==> src/rtl/uart_rx_fifo.sv <==
// uart_rx_fifo: oversampled UART receiver with a show-ahead byte FIFO and sticky error flags.
// Optional parity stage: define UART_RX_PARITY_EN (PARITY_ODD selects odd/even).
module uart_rx_fifo #(
    parameter int BAUD_MULT  = 1666,
    parameter int DATA_BITS  = 8,
    parameter int FIFO_DEPTH = 8,
    parameter int PARITY_ODD = 0
) (
    input  logic                          i_uart_clk,
    input  logic                          i_rst_n,
    input  logic                          i_rx_data,
    input  logic                          i_rx_ready,
    input  logic                          i_clear_err,
    output logic [7:0]                    o_byte_out,
    output logic                          o_data_valid,
    output logic                          o_rx_active,
    output logic [$clog2(FIFO_DEPTH):0]   o_fifo_count,
    output logic                          o_frame_err,
    output logic                          o_parity_err,
    output logic                          o_overrun
);

    localparam int CNT_W = $clog2(BAUD_MULT + 1);
    localparam int PTR_W = $clog2(FIFO_DEPTH);
    localparam int BIT_W = $clog2(DATA_BITS);
    localparam logic [CNT_W-1:0] CNT_HALF = CNT_W'(BAUD_MULT / 2);
    localparam logic [CNT_W-1:0] CNT_FULL = CNT_W'(BAUD_MULT);
    localparam logic [BIT_W-1:0] BIT_LAST = BIT_W'(DATA_BITS - 1);

    if (BAUD_MULT < 4 || DATA_BITS < 5 || DATA_BITS > 8 || FIFO_DEPTH < 2 ||
        (FIFO_DEPTH & (FIFO_DEPTH - 1)) != 0 || PARITY_ODD < 0 || PARITY_ODD > 1) begin : g_bad_params
        $error("uart_rx_fifo: illegal parameter value");
    end

    // state  | meaning
    // IDLE   | line idle, waiting for a synchronized falling edge
    // START  | half-bit wait, then confirm the start bit is still low
    // DATA   | sampling DATA_BITS data bits, LSB first
    // PARITY | sampling the parity bit
    // STOP   | sampling the stop bit, then push / flag error
    // RESYNC | after a framing error, wait for the line to return high
    typedef enum logic [2:0] {
        IDLE,
        START,
        DATA,
`ifdef UART_RX_PARITY_EN
        PARITY,
`endif
        STOP,
        RESYNC
    } state_t;

    state_t r_state;
    state_t w_state_nxt;

    logic                  r_sync1;
    logic                  r_sync2;
    logic                  r_rx_prev;
    logic                  w_rx;
    logic                  w_fall;
    logic [CNT_W-1:0]      r_cnt;
    logic                  w_tc;
    logic [BIT_W-1:0]      r_bit_cnt;
    logic [DATA_BITS-1:0]  r_shift;
    logic                  w_in_frame;
    logic                  w_par_ok;
    logic                  w_start_frame;
    logic                  w_sample_data;
    logic                  w_push_req;
    logic                  w_frame_evt;
    logic                  w_par_evt;

    logic [DATA_BITS-1:0]  r_mem [FIFO_DEPTH];
    logic [PTR_W-1:0]      r_wr_ptr;
    logic [PTR_W-1:0]      r_rd_ptr;
    logic [PTR_W:0]        r_count;
    logic                  w_full;
    logic                  w_pop;
    logic                  w_push;
    logic                  w_ovr_evt;
    logic                  r_frame_err;
    logic                  r_overrun;

    always_ff @(posedge i_uart_clk or negedge i_rst_n) begin
        if (!i_rst_n) begin
            r_sync1   <= 1'b1;
            r_sync2   <= 1'b1;
            r_rx_prev <= 1'b1;
        end else begin
            r_sync1   <= i_rx_data;
            r_sync2   <= r_sync1;
            r_rx_prev <= r_sync2;
        end
    end

    assign w_rx       = r_sync2;
    assign w_fall     = r_rx_prev & ~r_sync2;
    assign w_tc       = (r_cnt == CNT_W'(1));
    assign w_in_frame = (r_state != IDLE) && (r_state != RESYNC);

`ifdef UART_RX_PARITY_EN
    logic r_par_bit;
    logic w_sample_par;

    assign w_par_ok = (((^r_shift) ^ r_par_bit) == (PARITY_ODD != 0));

    always_ff @(posedge i_uart_clk or negedge i_rst_n) begin
        if (!i_rst_n) begin
            r_par_bit <= 1'b0;
        end else if (w_sample_par) begin
            r_par_bit <= w_rx;
        end
    end
`else
    assign w_par_ok = 1'b1;
`endif

    always_ff @(posedge i_uart_clk or negedge i_rst_n) begin
        if (!i_rst_n) begin
            r_state <= IDLE;
        end else begin
            r_state <= w_state_nxt;
        end
    end

    always_comb begin
        w_state_nxt   = r_state;
        w_start_frame = 1'b0;
        w_sample_data = 1'b0;
        w_push_req    = 1'b0;
        w_frame_evt   = 1'b0;
        w_par_evt     = 1'b0;
`ifdef UART_RX_PARITY_EN
        w_sample_par  = 1'b0;
`endif
        case (r_state)
            IDLE: begin
                if (w_fall) begin
                    w_state_nxt   = START;
                    w_start_frame = 1'b1;
                end
            end
            START: begin
                // a start bit that is high again at mid-bit was only a glitch
                if (w_tc) begin
                    w_state_nxt = w_rx ? IDLE : DATA;
                end
            end
            DATA: begin
                if (w_tc) begin
                    w_sample_data = 1'b1;
                    if (r_bit_cnt == BIT_LAST) begin
`ifdef UART_RX_PARITY_EN
                        w_state_nxt = PARITY;
`else
                        w_state_nxt = STOP;
`endif
                    end
                end
            end
`ifdef UART_RX_PARITY_EN
            PARITY: begin
                if (w_tc) begin
                    w_sample_par = 1'b1;
                    w_state_nxt  = STOP;
                end
            end
`endif
            STOP: begin
                if (w_tc) begin
                    if (!w_rx) begin
                        w_frame_evt = 1'b1;
                        w_state_nxt = RESYNC;
                    end else if (!w_par_ok) begin
                        w_par_evt   = 1'b1;
                        w_state_nxt = IDLE;
                    end else begin
                        w_push_req  = 1'b1;
                        w_state_nxt = IDLE;
                    end
                end
            end
            RESYNC: begin
                if (w_rx) begin
                    w_state_nxt = IDLE;
                end
            end
            default: w_state_nxt = IDLE;
        endcase
    end

    always_ff @(posedge i_uart_clk or negedge i_rst_n) begin
        if (!i_rst_n) begin
            r_cnt <= '0;
        end else if (w_start_frame) begin
            r_cnt <= CNT_HALF;
        end else if (w_in_frame) begin
            r_cnt <= w_tc ? CNT_FULL : (r_cnt - CNT_W'(1));
        end
    end

    always_ff @(posedge i_uart_clk or negedge i_rst_n) begin
        if (!i_rst_n) begin
            r_bit_cnt <= '0;
            r_shift   <= '0;
        end else if (w_start_frame) begin
            r_bit_cnt <= '0;
        end else if (w_sample_data) begin
            r_bit_cnt <= r_bit_cnt + BIT_W'(1);
            r_shift   <= {w_rx, r_shift[DATA_BITS-1:1]};
        end
    end

    assign w_full    = (r_count == (PTR_W + 1)'(FIFO_DEPTH));
    assign w_pop     = o_data_valid && i_rx_ready;
    // a simultaneous pop frees the slot, so a push into a full FIFO still lands
    assign w_push    = w_push_req && (!w_full || w_pop);
    assign w_ovr_evt = w_push_req && w_full && !w_pop;

    always_ff @(posedge i_uart_clk) begin
        if (w_push) begin
            r_mem[r_wr_ptr] <= r_shift;
        end
    end

    always_ff @(posedge i_uart_clk or negedge i_rst_n) begin
        if (!i_rst_n) begin
            r_wr_ptr <= '0;
            r_rd_ptr <= '0;
            r_count  <= '0;
        end else begin
            if (w_push) begin
                r_wr_ptr <= r_wr_ptr + PTR_W'(1);
            end
            if (w_pop) begin
                r_rd_ptr <= r_rd_ptr + PTR_W'(1);
            end
            if (w_push && !w_pop) begin
                r_count <= r_count + (PTR_W + 1)'(1);
            end else if (w_pop && !w_push) begin
                r_count <= r_count - (PTR_W + 1)'(1);
            end
        end
    end

    // error events take priority over a clear in the same cycle
    always_ff @(posedge i_uart_clk or negedge i_rst_n) begin
        if (!i_rst_n) begin
            r_frame_err <= 1'b0;
            r_overrun   <= 1'b0;
        end else begin
            r_frame_err <= (r_frame_err && !i_clear_err) || w_frame_evt;
            r_overrun   <= (r_overrun && !i_clear_err) || w_ovr_evt;
        end
    end

`ifdef UART_RX_PARITY_EN
    logic r_parity_err;

    always_ff @(posedge i_uart_clk or negedge i_rst_n) begin
        if (!i_rst_n) begin
            r_parity_err <= 1'b0;
        end else begin
            r_parity_err <= (r_parity_err && !i_clear_err) || w_par_evt;
        end
    end

    assign o_parity_err = r_parity_err;
`else
    assign o_parity_err = 1'b0;
`endif

    assign o_data_valid = (r_count != '0);
    assign o_byte_out   = o_data_valid ? 8'(r_mem[r_rd_ptr]) : 8'h00;
    assign o_fifo_count = r_count;
    assign o_rx_active  = w_in_frame;
    assign o_frame_err  = r_frame_err;
    assign o_overrun    = r_overrun;

endmodule

==> config.mk <==
export PLATFORM = sky130hd
export DESIGN_NAME = uart_rx_fifo
export DESIGN_NICKNAME = d
export VERILOG_FILES = /design/src/rtl/uart_rx_fifo.sv
export SDC_FILE = /design/constraint.sdc
export NUM_CORES = 1
export LEC_CHECK = 0
export BUFFER_PORTS_ARGS = -buffer_cell sky130_fd_sc_hd__buf_2
export CAP_MARGIN = 15
export CORE_ASPECT_RATIO = 1.25
export CORE_MARGIN = 10
export CORE_UTILIZATION = 61
export CTS_CLUSTER_DIAMETER = 60
export CTS_CLUSTER_SIZE = 16
export DETAILED_ROUTE_END_ITERATION = 8
export GPL_ROUTABILITY_DRIVEN = 0
export PLACE_DENSITY = 0.9
export SYNTH_ARGS = -nofsm -noshare
export SYNTH_HDL_FRONTEND = slang
export SYNTH_SLANG_ARGS = --single-unit
export TNS_END_PERCENT = 5
==> constraint.sdc <==
create_clock -name i_uart_clk -period 4.2 [get_ports i_uart_clk]
set_input_delay 0.84 -clock i_uart_clk [delete_from_list [all_inputs] [get_ports i_uart_clk]]
set_output_delay 0.84 -clock i_uart_clk [all_outputs]
set_load 0.01 [all_outputs]
# Word level (Yosys, flattened, before mapping)
# Memory sizes are Yosys's and may differ from the RTL's.
# Cells that the tools add are included.
# word_totals
n_memories	1
mem_bits_ro	0
regBits	40
inputBits	5
output_inout_bits	17
elab_cells	89
latchBits	0
mem_bits_rw	64
# mem_list
name	words	width	read_ports	rd_ports_with_merged_regs	wr	line_no	text
r_mem	8	8	1	0	1	73	logic [DATA_BITS-1:0] r_mem [FIFO_DEPTH];
# op_classes
shifts	0
n_reduce_logical	24
multipliers	0
n_bitwise	3
n_lt_le_gt_ge	0
n_addsub	6
muxes	29
eq_ne	14
div_mod_pow	0
# ops
cell	count
$mux W11	3
$mux W3	9
$pmux W3 S5	1
$mux W1	12
$ne A2 B2 Y1 const B	6
$eq A11 B1 Y1 const B	1
$sub A11 B1 Y11 const B	1
$add A3 B1 Y3 const B	3
$logic_and A1 B1 Y1	9
$mux W4	2
$mux W8	1
$eq A3 B2 Y1 const B	2
$eq A3 B3 Y1 const B	2
$reduce_and A6 Y1	1
$reduce_bool A2 Y1	3
$add A4 B1 Y4 const B	1
$eq A4 B4 Y1 const B	1
$logic_not A1 Y1	4
$reduce_bool A4 Y1	1
$sub A4 B1 Y4 const B	1
$eq A3 B1 Y1 const B	1
$logic_not A3 Y1	1
$logic_or A1 B1 Y1	3
$ne A3 B3 Y1 const B	1
other kinds (5)	6

# Longest topological paths before layout
# Gate-level depths: netlist of the first run.
# depth
depth_word	8
depth_mapped	13
ltp_nobuf	13

# Worst setup path before layout of the first run
# Ideal clock, no wire load.
# synth_path
path_type	register to register
startpoint	reg r_cnt[1]
endpoint	reg r_count[3], in the netlist o_fifo_count[3]
n_path_buf	0
slack_ns	1.228
synth_period_minus_slack_ns	2.972
required_ns	4.064
arrival_time_ns	2.836
setup_time_ns	0.136
stages_incl_launch_ff	13
cell_sequence	dfrtp_1 inv_1 ha_1 or4b_4 nor4_4 nand3_1 inv_1 ha_1 inv_1 ha_1 a21o_1 a2111oi_0 o31ai_1
# synth_between
elab_chain_len	7
word_cells_on_any_way	9
classes_between	eq/ne (1); mux (3); reduce/logical (5)
# synth_rtl
element	line_no	text
start: declaration	61	logic [CNT_W-1:0] r_cnt;
start signal: assignment	198	r_cnt <= w_tc ? CNT_FULL : (r_cnt - CNT_W'(1));
$eq A11 B1 Y1 *	98	assign w_tc = (r_cnt == CNT_W'(1));
$mux W1 *	170	if (w_tc) begin
$mux W1 *	136	case (r_state)
$logic_and A1 B1 Y1 *	217	assign w_push = w_push_req && (!w_full || w_pop);
via w_push	79	logic w_push;
$logic_not A1 Y1	240	end else if (w_pop && !w_push) begin
$logic_and A1 B1 Y1	240	
$reduce_bool A2 Y1 (no source line)	--	
end signal: assignment	239	r_count <= r_count + (PTR_W + 1)'(1);
end signal: assignment	241	r_count <= r_count - (PTR_W + 1)'(1);
end: declaration	76	logic [PTR_W:0] r_count;
# Mark *: on every way through the listed nets, which the timed path passes. The rest lies on a longest branch.
# A chain may end at the register's enable or synchronous reset.

# Worst setup path in the final report of the first run
# Ends and elaborated chain as after synthesis.

==> metrics.txt, run 1 <==
worst-case vdd ir drop 348.3 uV; Clk Latency, worst-skew pair 360 ps; post_cts resized 0; Chip Width 96.95 um; Startpoint Class flip-flop; final net count 336; routed wire length 8580 um; Slew Viols, Final 0; Max-slew headroom 37.54%; initial antenna violation count 0; Detailed Place HPWL 5645 um; root buffer cell clkbuf_8; Starting Density 61.73%; CTS tree yes; total power 2.746 mW; Detail Route Antenna Nets 0; num rows 35; Syn. warnings 0; Vias/cell 6.246; Core ar. 7313 sq um; fillers 484; syn avg cell area 15.35 sq um; Post-synth ARST share 38.46%; DRC Markers 0; Syn Std Cell Area 4514 sq um; number of synthesized flops with an enable pin 64; Port Buffers 20; syn nets 309; critical path type flip-flop to flip-flop; hold buffers post-CTS 0; Worst Tran Pin Value 936.8 ps; sequential area share after synthesis 64.83%; RSZ-0062 raised after global routing no; DR WL/cell 20.53 um; drt first-iter violations 205; area grow syn2layout 9.174%; crit end category flip-flop; largest net degree at the start of global routing 41; CP Max Fanout 7; total CTS buffers 9; Yosys reg bits 104; Worst EP required 4440 ps; die span in y 116.2 um; n_diodes 0; Vias 2611; GR Util All Layers 15.71%; Setup TNS 0 ps; top_reg_cell synth edfxtp_1; Post-CTS Setup Bufs 0; Power Density 557.3 nW/um^2; Tcrit/Tclk final 80.62%; CP arrival 3630 ps; Clock transition at path regs 100 ps; Final Setup Violations 0; vias in the first global route 2695; final hold vios 0; share of layout cells above drive strength 1 24.85%; Netlist cell types 48; GR Overflow Total 0; Peak Freq 295.3 MHz; Cells after Synth 294; die area 11260 sq um; Max H-tree Level 3; Leak 1.879 nW; crit path time final 3386 ps; first-pass GRT wire length 13880 um; Tightest Hold Check Type flip-flop to flip-flop; # Max-Cap Violations 0; DRT Pass-1 Iters 4; CTS Sinks 104; clk buf depth 2; Boundary Pins 22; worst clock skew 13.94 ps; status complete, no violations
## synthesized netlist by cell type (4+ instances only)
cell,instances,area share (%)
nor3_1,10,1.1
nand2_1,13,1.1
nor2_1,15,1.2
dfrtp_1,37,21
a21o_1,4,0.67
buf_2,5,0.55
nand2b_1,4,0.55
mux2_4,6,2.0
ha_1,9,2.5
mux2_2,6,1.5
mux4_2,16,8.0
nand3_1,4,0.44
a21oi_1,4,0.44
inv_1,10,0.83
o21ai_0,15,1.7
edfxtp_1,64,43
mux2i_1,10,2.2
nor4_1,5,0.69
xnor2_1,6,1.2
or4_1,5,0.83
nand3b_1,4,0.67
## flip-flops by register name, summed over array words and instances, names as in the netlist
| signal | flops |
|---|---|
| r_sync2 | 1 |
| r_wr_ptr | 3 |
| r_rd_ptr | 3 |
| r_rx_prev | 1 |
| o_frame_err | 1 |
| r_sync1 | 1 |
| r_bit_cnt | 3 |
| r_state | 3 |
| r_mem | 64 |
| o_overrun | 1 |
| r_cnt | 11 |
| o_fifo_count | 4 |
| r_shift | 8 |
## final cells by class
type | instances | area [sq um] | area share (%)
Multi-Input combinational cell | 167 | 1484 | 30.11
Tap cell | 92 | 115.1 | 2.336
Clock buffer | 10 | 127.6 | 2.589
Sequential cell | 104 | 2927 | 59.38
Clock inverter | 6 | 76.32 | 1.549
Timing Repair Buffer | 28 | 157.7 | 3.199
Inverter | 11 | 41.29 | 0.8378
## logic make-up after synthesis
logic type | share of synthesized area, %
and+or+nand+nor | 9.895
DFF | 64.83
AOI/OAI and AO/OA | 5.100
adders and majority gates | 2.938
buffers and inverters | 2.300
other | 0.08307
muxes | 13.69
xor gates and xnor gates | 1.164
## critical path, cell delays in order (launching register included)
cell	delay [ps]
dfrtp_1	400
inv_1	90
ha_1	140
or4b_4	510
nor4_4	230
nand3_1	290
inv_1	130
ha_1	220
inv_1	130
ha_1	290
a21o_1	210
a2111oi_0	480
o31ai_1	140
## layout by cell type (no fill, tap or decap), types with 3 or more instances in the layout
cell type   n
nand2b_1    4
or4_1       5
o32ai_1     3
o21ai_0    15
buf_4       7
clkbuf_8    9
nand2_1    13
inv_1      10
mux2_4      6
a21oi_1     4
mux2i_1    10
dfrtp_1    37
ha_1        9
a21o_1      4
mux2_2      6
edfxtp_1   64
clkinv_4    3
xnor2_1     6
dfstp_2     3
nand3_1     4
nor4_1      5
nor2_1     15
mux4_2     16
or3_1       3
buf_2      20
nand3b_1    4
nor3_1     10
## final timing paths
check | cells past startpoint | end | slack [ps] | from
worst max-delay path | 12 | o_fifo_count[3]$_DFFE_PN0P_ | 810 | r_cnt[1]$_DFFE_PN0P_
worst min-delay path | 0 | r_sync2$_DFF_PN1_ | 360 | r_sync1$_DFF_PN1_
worst max register to register | 12 | o_fifo_count[3]$_DFFE_PN0P_ | 810 | r_cnt[1]$_DFFE_PN0P_
worst min register to register | 0 | r_sync2$_DFF_PN1_ | 360 | r_sync1$_DFF_PN1_
max in group asynchronous | 1 | r_shift[0]$_DFFE_PN0P_ | 3000 | i_rst_n
min in group asynchronous | 1 | r_cnt[9]$_DFFE_PN0P_ | 620 | i_rst_n
## metal layers
layer	global-route usage, %	vias up	routed length, um
li1	-	1190	-
met5	0	-	0
met2	28.79	62	4764
met1	17.13	1343	3370
met3	4.083	16	311
met4	6.010	0	133
## metrics by stage
step / cell area, sq um / std cells / hold slack [ps] / utilization, % / setup slack (ps)
final: 4928 / 418 / 361.9 / 67.39 / 813.9
after global routing: 4928 / 418 / 370.2 / 67.39 / 594.9
after CTS: 4923 / 417 / 362.5 / 67.32 / 841.6
after detailed placement: 4720 / 401 / 347.6 / 64.53 / 904.5
after global placement: 4720 / 401 / 346.7 / 64.53 / 1092
after floorplan: 4514 / 294 / 345.2 / - / 1228
## power breakdown
part	switching, mW	internal, mW	leakage [nW]
registers	0.179	1.17	1.08
logic	0.389	0.383	0.699
clock network	0.338	0.285	0.103
Power figures use the tool's default switching activity.
==> run 2: changes to the inputs <==
--- a/config.mk
+++ b/config.mk
@@ -5,6 +5,7 @@
 export SDC_FILE = /design/constraint.sdc
 export NUM_CORES = 1
 export LEC_CHECK = 0
+export ABC_AREA = 1
 export BUFFER_PORTS_ARGS = -buffer_cell sky130_fd_sc_hd__buf_2
 export CAP_MARGIN = 15
 export CORE_ASPECT_RATIO = 1.25
==> constraint.sdc (replaced) <==
create_clock -name i_uart_clk -period 3.4 [get_ports i_uart_clk]
set_input_delay 0.68 -clock i_uart_clk [delete_from_list [all_inputs] [get_ports i_uart_clk]]
set_output_delay 0.68 -clock i_uart_clk [all_outputs]
set_load 0.01 [all_outputs]
==> run 2 against run 1 <==
Compared with the run above:
- utilization grew 0.89 points
- power is 44% higher
- cell count grew 38%
- register-to-register slack worse by 130 ps
- sequential share of layout area decreased by 1.8 points
- sequential power increased by 27%
==> metrics.txt, run 2 <==
drt first-iter violations 165; routed wire length 9173 um; largest net degree at the start of global routing 41; DR WL met2 4757 um; Netlist cell types 35; # Max-Cap Violations 0; WL met3 614 um; post_cts resized 0; Power Density 777.4 nW/um^2; crit path time final 2844 ps; final setup margin 555.9 ps; syn avg cell area 10.34 sq um; fillers 523; Clk Latency, worst-skew pair 370 ps; RSZ-0062 raised after global routing no; Top Registers r_mem x64, r_cnt x11, r_shift x8; crit end category output pin; die area 11610 sq um; crit-path cells inv_1 > o21ai_0 > o22ai_1 > nor2_1 > nor2_1 > buf_2; CP max stage delay 630 ps; Yosys reg bits 104; Worst EP required 2720 ps; Vias/cell 5.649; hold buffers post-CTS 0; worst clock skew 10.65 ps; Peak Freq 351.6 MHz; Boundary Pins 22; DRC Markers 0; Yosys top cell by area edfxtp_1; CTS Sinks 104; Core ar. 7445 sq um; switching fraction of total power 40.87%; top cell type's share of synthesized area 41.03%; clk buf depth 2; WL met1 3548 um; Port Buffers 20; first-pass GRT wire length 15070 um; Leak 2.129 nW; total CTS buffers 9; Vias 3254; FF/Latch Area 2927 sq um; Slew Viols, Final 0; Clock transition at path regs 100 ps; Final Setup Violations 0; top cells by count, synth nor2_1 (87), nand2_1 (72), edfxtp_1 (64), o21ai_0 (47), inv_1 (41); most frequent cells in the layout nor2_1 (87), nand2_1 (72), edfxtp_1 (64); Logic pwr share 38.6%; Power Internal 2.337 mW; Startpoint Class flip-flop; top_reg_cell synth edfxtp_1; n_diodes 0; Starting Density 62.92%; multi-input logic area 1543 sq um; total power 3.952 mW; Detail Route Antenna Nets 0; Max-slew headroom 41.18%; synth top area cells edfxtp_1 (41%), dfrtp_1 (20%), nor2_1 (7.0%), nand2_1 (5.8%), o21ai_0 (5.0%); Post-CTS Setup Bufs 0; Reg power frac 43.3%; Syn Std Cell Area 4684 sq um; share of layout cells above drive strength 1 13.02%; number of synthesized flops with an enable pin 64; clock power share 18.1%; Top reg by flops r_mem; max layer used met4; Cells after Synth 453; dpl ws 730.0 ps; final net count 494; vias in the first global route 3263; switching power 1.615 mW; max FFs per register 64; area grow syn2layout 8.520%; die span in y 118.0 um; DR WL/cell 15.93 um; commonest non-fill, non-tap cell in the layout nor2_1; Detailed Place HPWL 6426 um; Syn. warnings 0; Chip Width 98.38 um; count leader, synth nor2_1; Tcrit/Tclk final 83.65%; initial antenna violation count 0; Max H-tree Level 3; GR Util All Layers 15.90%; root buffer cell clkbuf_8; critical path type flip-flop to output pin; cell mode on critical path nor2_1; CP arrival 2160 ps; DRT Pass-1 Iters 4; Slowest-stage cell, CP inv_1; final hold vios 0; syn nets 468; num rows 35; worst-case vdd ir drop 557.2 uV; status complete, no violations; Worst Tran Pin Value 879.1 ps; CTS tree yes; GR Overflow Total 0; Tightest Hold Check Type flip-flop to flip-flop; Post-synth ARST share 38.46%; Setup TNS 0 ps; CP Max Fanout 28; sequential area share after synthesis 62.47%
## run 2: changes by cell type after synthesis, moves of 7 or more
cell / previous run / this run
o211ai_1: 1 / 8
o22ai_1: 1 / 12
nand3_1: 4 / 16
inv_1: 10 / 41
nand2_1: 13 / 72
nor3_1: 10 / 1
nor2_1: 15 / 87
mux2i_1: 10 / 0
mux4_2: 16 / 0
o21ai_0: 15 / 47
## run 2: cell families after synthesis
| family | after synthesis | synth area share (%) |
|---|---|---|
| buf+inv | 54 | 4.594 |
| flops | 104 | 62.47 |
| simple gates | 194 | 18.59 |
| xor+xnor | 11 | 2.057 |
| other cells | 1 | 0.08005 |
| compound gates | 79 | 9.375 |
| fa+ha+maj | 10 | 2.831 |
## run 2: power groups by stage
stage | sequential, mW | clock [mW] | combinational [mW]
finish | 1.71 | 0.715 | 1.53
global route | 1.74 | 0.778 | 1.73
CTS | 1.71 | 0.727 | 1.53
detailed placement | 1.73 | 0 | 1.52
global placement | 1.72 | 0 | 1.44
floorplan | 1.68 | 0 | 1.11
## run 2: worst max-delay path, delay by kind of cell (launching register included)
family / cells / cell delay, ps
buf+inv: 2 / 790
flops: 1 / 390
compound gates: 2 / 370
simple gates: 2 / 240
## run 2: cell type report
class                   count  share of cell area (%)
repair buffers             27                   3.003
well taps                  92                   2.264
clock buffers              10                   2.707
multi-input cells         295                   30.35
inverters                  42                   3.126
clock inverters             6                  0.9845
flip-flops and latches    104                   57.57
## run 2: metal layers
| metal | global-route usage, % | up-vias |
|---|---|---|
| met5 | 0 | - |
| met4 | 7.630 | 0 |
| met3 | 4.287 | 25 |
| met2 | 27.29 | 103 |
| met1 | 17.62 | 1553 |
| li1 | - | 1573 |
## run 2: worst paths after layout
| kind | endpoint | slack [ps] | cells past startpoint | start |
|---|---|---|---|---|
| worst max register to register | o_fifo_count[3]$_DFFE_PN0P_ | 680 | 19 | r_cnt[1]$_DFFE_PN0P_ |
| worst min-delay path | r_sync2$_DFF_PN1_ | 360 | 0 | r_sync1$_DFF_PN1_ |
| min in group asynchronous | r_cnt[5]$_DFFE_PN0P_ | 420 | 1 | i_rst_n |
| worst max-delay path | o_byte_out[7] | 560 | 6 | r_rd_ptr[0]$_DFFE_PN0N_ |
| worst min register to register | r_sync2$_DFF_PN1_ | 360 | 0 | r_sync1$_DFF_PN1_ |
| max in group asynchronous | r_bit_cnt[0]$_DFFE_PN0P_ | 2440 | 1 | i_rst_n |
## run 2: metrics by stage
step                hold slack (ps)  utilization [%]  instance area [sq um]  cells
finish                        362.0            68.29                   5084    576
CTS                           363.3            68.29                   5084    576
global placement              347.9            65.76                   4896    560
global route                  364.4            68.29                   5084    576
floorplan                     345.2                -                   4684    453
detailed placement            349.1            65.76                   4896    560
==> run 3: changes to the inputs <==
--- a/config.mk
+++ b/config.mk
@@ -10,12 +10,12 @@
 export CAP_MARGIN = 15
 export CORE_ASPECT_RATIO = 1.25
 export CORE_MARGIN = 10
-export CORE_UTILIZATION = 61
+export CORE_UTILIZATION = 55
 export CTS_CLUSTER_DIAMETER = 60
 export CTS_CLUSTER_SIZE = 16
 export DETAILED_ROUTE_END_ITERATION = 8
 export GPL_ROUTABILITY_DRIVEN = 0
-export PLACE_DENSITY = 0.9
+export PLACE_DENSITY = 0.86
 export SYNTH_ARGS = -nofsm -noshare
 export SYNTH_HDL_FRONTEND = slang
 export SYNTH_SLANG_ARGS = --single-unit
==> constraint.sdc (replaced) <==
create_clock -name i_uart_clk -period 2.4 [get_ports i_uart_clk]
set_input_delay 0.48 -clock i_uart_clk [delete_from_list [all_inputs] [get_ports i_uart_clk]]
set_output_delay 0.48 -clock i_uart_clk [all_outputs]
set_load 0.01 [all_outputs]
==> run 3 against run 2 <==
Compared with the run above:
- largest cell class unchanged
- critical path depth rose by 13
- critical endpoint is now o_fifo_count[3]$_DFFE_PN0P_
- sequential share of layout area fell by 1.7 points
- non-clock buffer count rose by 13
==> metrics.txt, run 3 (same netlist as run 2, synthesis figures left out) <==
status complete, no violations; total CTS buffers 9; switching fraction of total power 40.10%; critical path type flip-flop to flip-flop; crit end category flip-flop; Tightest Hold Check Type primary input to flip-flop; drt first-iter violations 271; routed wire length 9103 um; Worst Tran Pin Value 865.0 ps; dpl ws -36.87 ps; Top reg by flops r_mem; Max H-tree Level 3; DR WL/cell 15.32 um; switching power 2.329 mW; Top Registers r_mem x64, r_cnt x11, r_shift x8; GR Util All Layers 14.66%; GR Overflow Total 0; most frequent cells in the layout nor2_1 (87), nand2_1 (72), edfxtp_1 (64); largest net degree at the start of global routing 41; hold buffers post-CTS 0; initial antenna violation count 0; Detail Route Antenna Nets 0; Power Internal 3.480 mW; final hold vios 0; die area 12630 sq um; commonest non-fill, non-tap cell in the layout nor2_1; worst-case vdd ir drop 768.3 uV; crit path time final 2268 ps; CTS tree yes; DRC Markers 0; first-pass GRT wire length 15030 um; area grow syn2layout 11.97%; n_diodes 0; Boundary Pins 22; Peak Freq 440.9 MHz; worst clock skew 15.57 ps; Max-slew headroom 42.33%; final setup margin 132.1 ps; Tcrit/Tclk final 94.50%; Logic pwr share 38.3%; CTS Sinks 104; total power 5.809 mW; clock power share 19.5%; Vias 3264; Worst EP required 2660 ps; vias in the first global route 3294; num rows 37; Clock transition at path regs 110 ps; Detailed Place HPWL 6306 um; max FFs per register 64; CP arrival 2530 ps; Port Buffers 20; Slew Viols, Final 0; final net count 507; Startpoint Class flip-flop; Starting Density 56.53%; Leak 2.204 nW; # Max-Cap Violations 0; CP Max Fanout 3; share of layout cells above drive strength 1 16.90%; Core ar. 8287 sq um; Chip Width 102.5 um; Clk Latency, worst-skew pair 360 ps; die span in y 123.2 um; Vias/cell 5.495; Hold WS 215.8 ps; DRT Pass-1 Iters 4; Power Density 1108 nW/um^2; Final Setup Violations 0; clk buf depth 2; root buffer cell clkbuf_8; Reg power frac 42.2%
## run 3: stage by stage
step / instances / TNS [ps] / instance area [sq um] / util (%)
after CTS: 589 / 0 / 5179 / 62.49
final: 594 / 0 / 5245 / 63.29
after global routing: 594 / -11.76 / 5245 / 63.29
after floorplan: 453 / 0 / 4684 / -
after global placement: 573 / 0 / 4962 / 59.88
after detailed placement: 573 / -36.87 / 4962 / 59.88
## run 3: critical path, stage by stage, from the launching register on
cell and delay [ps]:
dfrtp_1 380, inv_2 80, ha_4 130, inv_1 60, nor2_4 120, nand3_4 120
nor2_8 140, nand3_4 80, clkinv_2 70, ha_2 180, inv_2 60, ha_1 270
nand2_1 70, inv_1 40, o21ai_2 110, nand2_1 60, nand2_1 50, nand2_1 50
nand2_1 50, nand2_1 40
## run 3: what timing repair did
| item | CTS | global route |
|---|---|---|
| gates resized for setup | 1 | 10 |
| endpoints found under the setup margin | 1 | 9 |
| pin swaps | 0 | 1 |
| buffers inserted | 0 | 5 |
| gates cloned | 0 | 0 |
## run 3: worst paths after layout
path / startpoint / endpoint / slack, ps / cells past startpoint
hold reg to reg: r_sync1$_DFF_PN1_ / r_sync2$_DFF_PN1_ / 360 / 0
setup / recovery: r_cnt[1]$_DFFE_PN0P_ / o_fifo_count[3]$_DFFE_PN0P_ / 130 / 19
hold / removal: i_rx_data / r_sync1$_DFF_PN1_ / 220 / 1
setup reg to reg: r_cnt[1]$_DFFE_PN0P_ / o_fifo_count[3]$_DFFE_PN0P_ / 130 / 19
max in group asynchronous: i_rst_n / r_cnt[0]$_DFFE_PN0P_ / 1570 / 1
min in group asynchronous: i_rst_n / r_cnt[3]$_DFFE_PN0P_ / 230 / 1
## run 3: power by group through the flow
stage	registers, mW	clock network [mW]	logic (mW)
4_1_cts	2.44	1.15	2.14
6_report	2.45	1.13	2.22
3_5_place_dp	2.48	0	2.13
3_3_place_gp	2.46	0	2.02
5_1_grt	2.48	1.22	2.54
2_1_floorplan	2.37	0	1.58
## run 3: cell type report
type                            instances  area [sq um]
Inverter                               42         162.7
Sequential cell                       104          2929
Clock inverter                          7         92.59
Fill cell                             613          3042
Multi-Input combinational cell        295          1562
Tap cell                               97         121.4
Timing Repair Buffer                   40         254.0
Clock buffer                            9         123.9
## run 3: layer usage
metal	vias to the layer above	part of all wire (%)	global-route usage, %
met5	-	0	0
met4	0	1.6	4.947
met3	13	4.1	2.400
met2	103	53	27.33
met1	1550	41	16.39
li1	1598	-	-
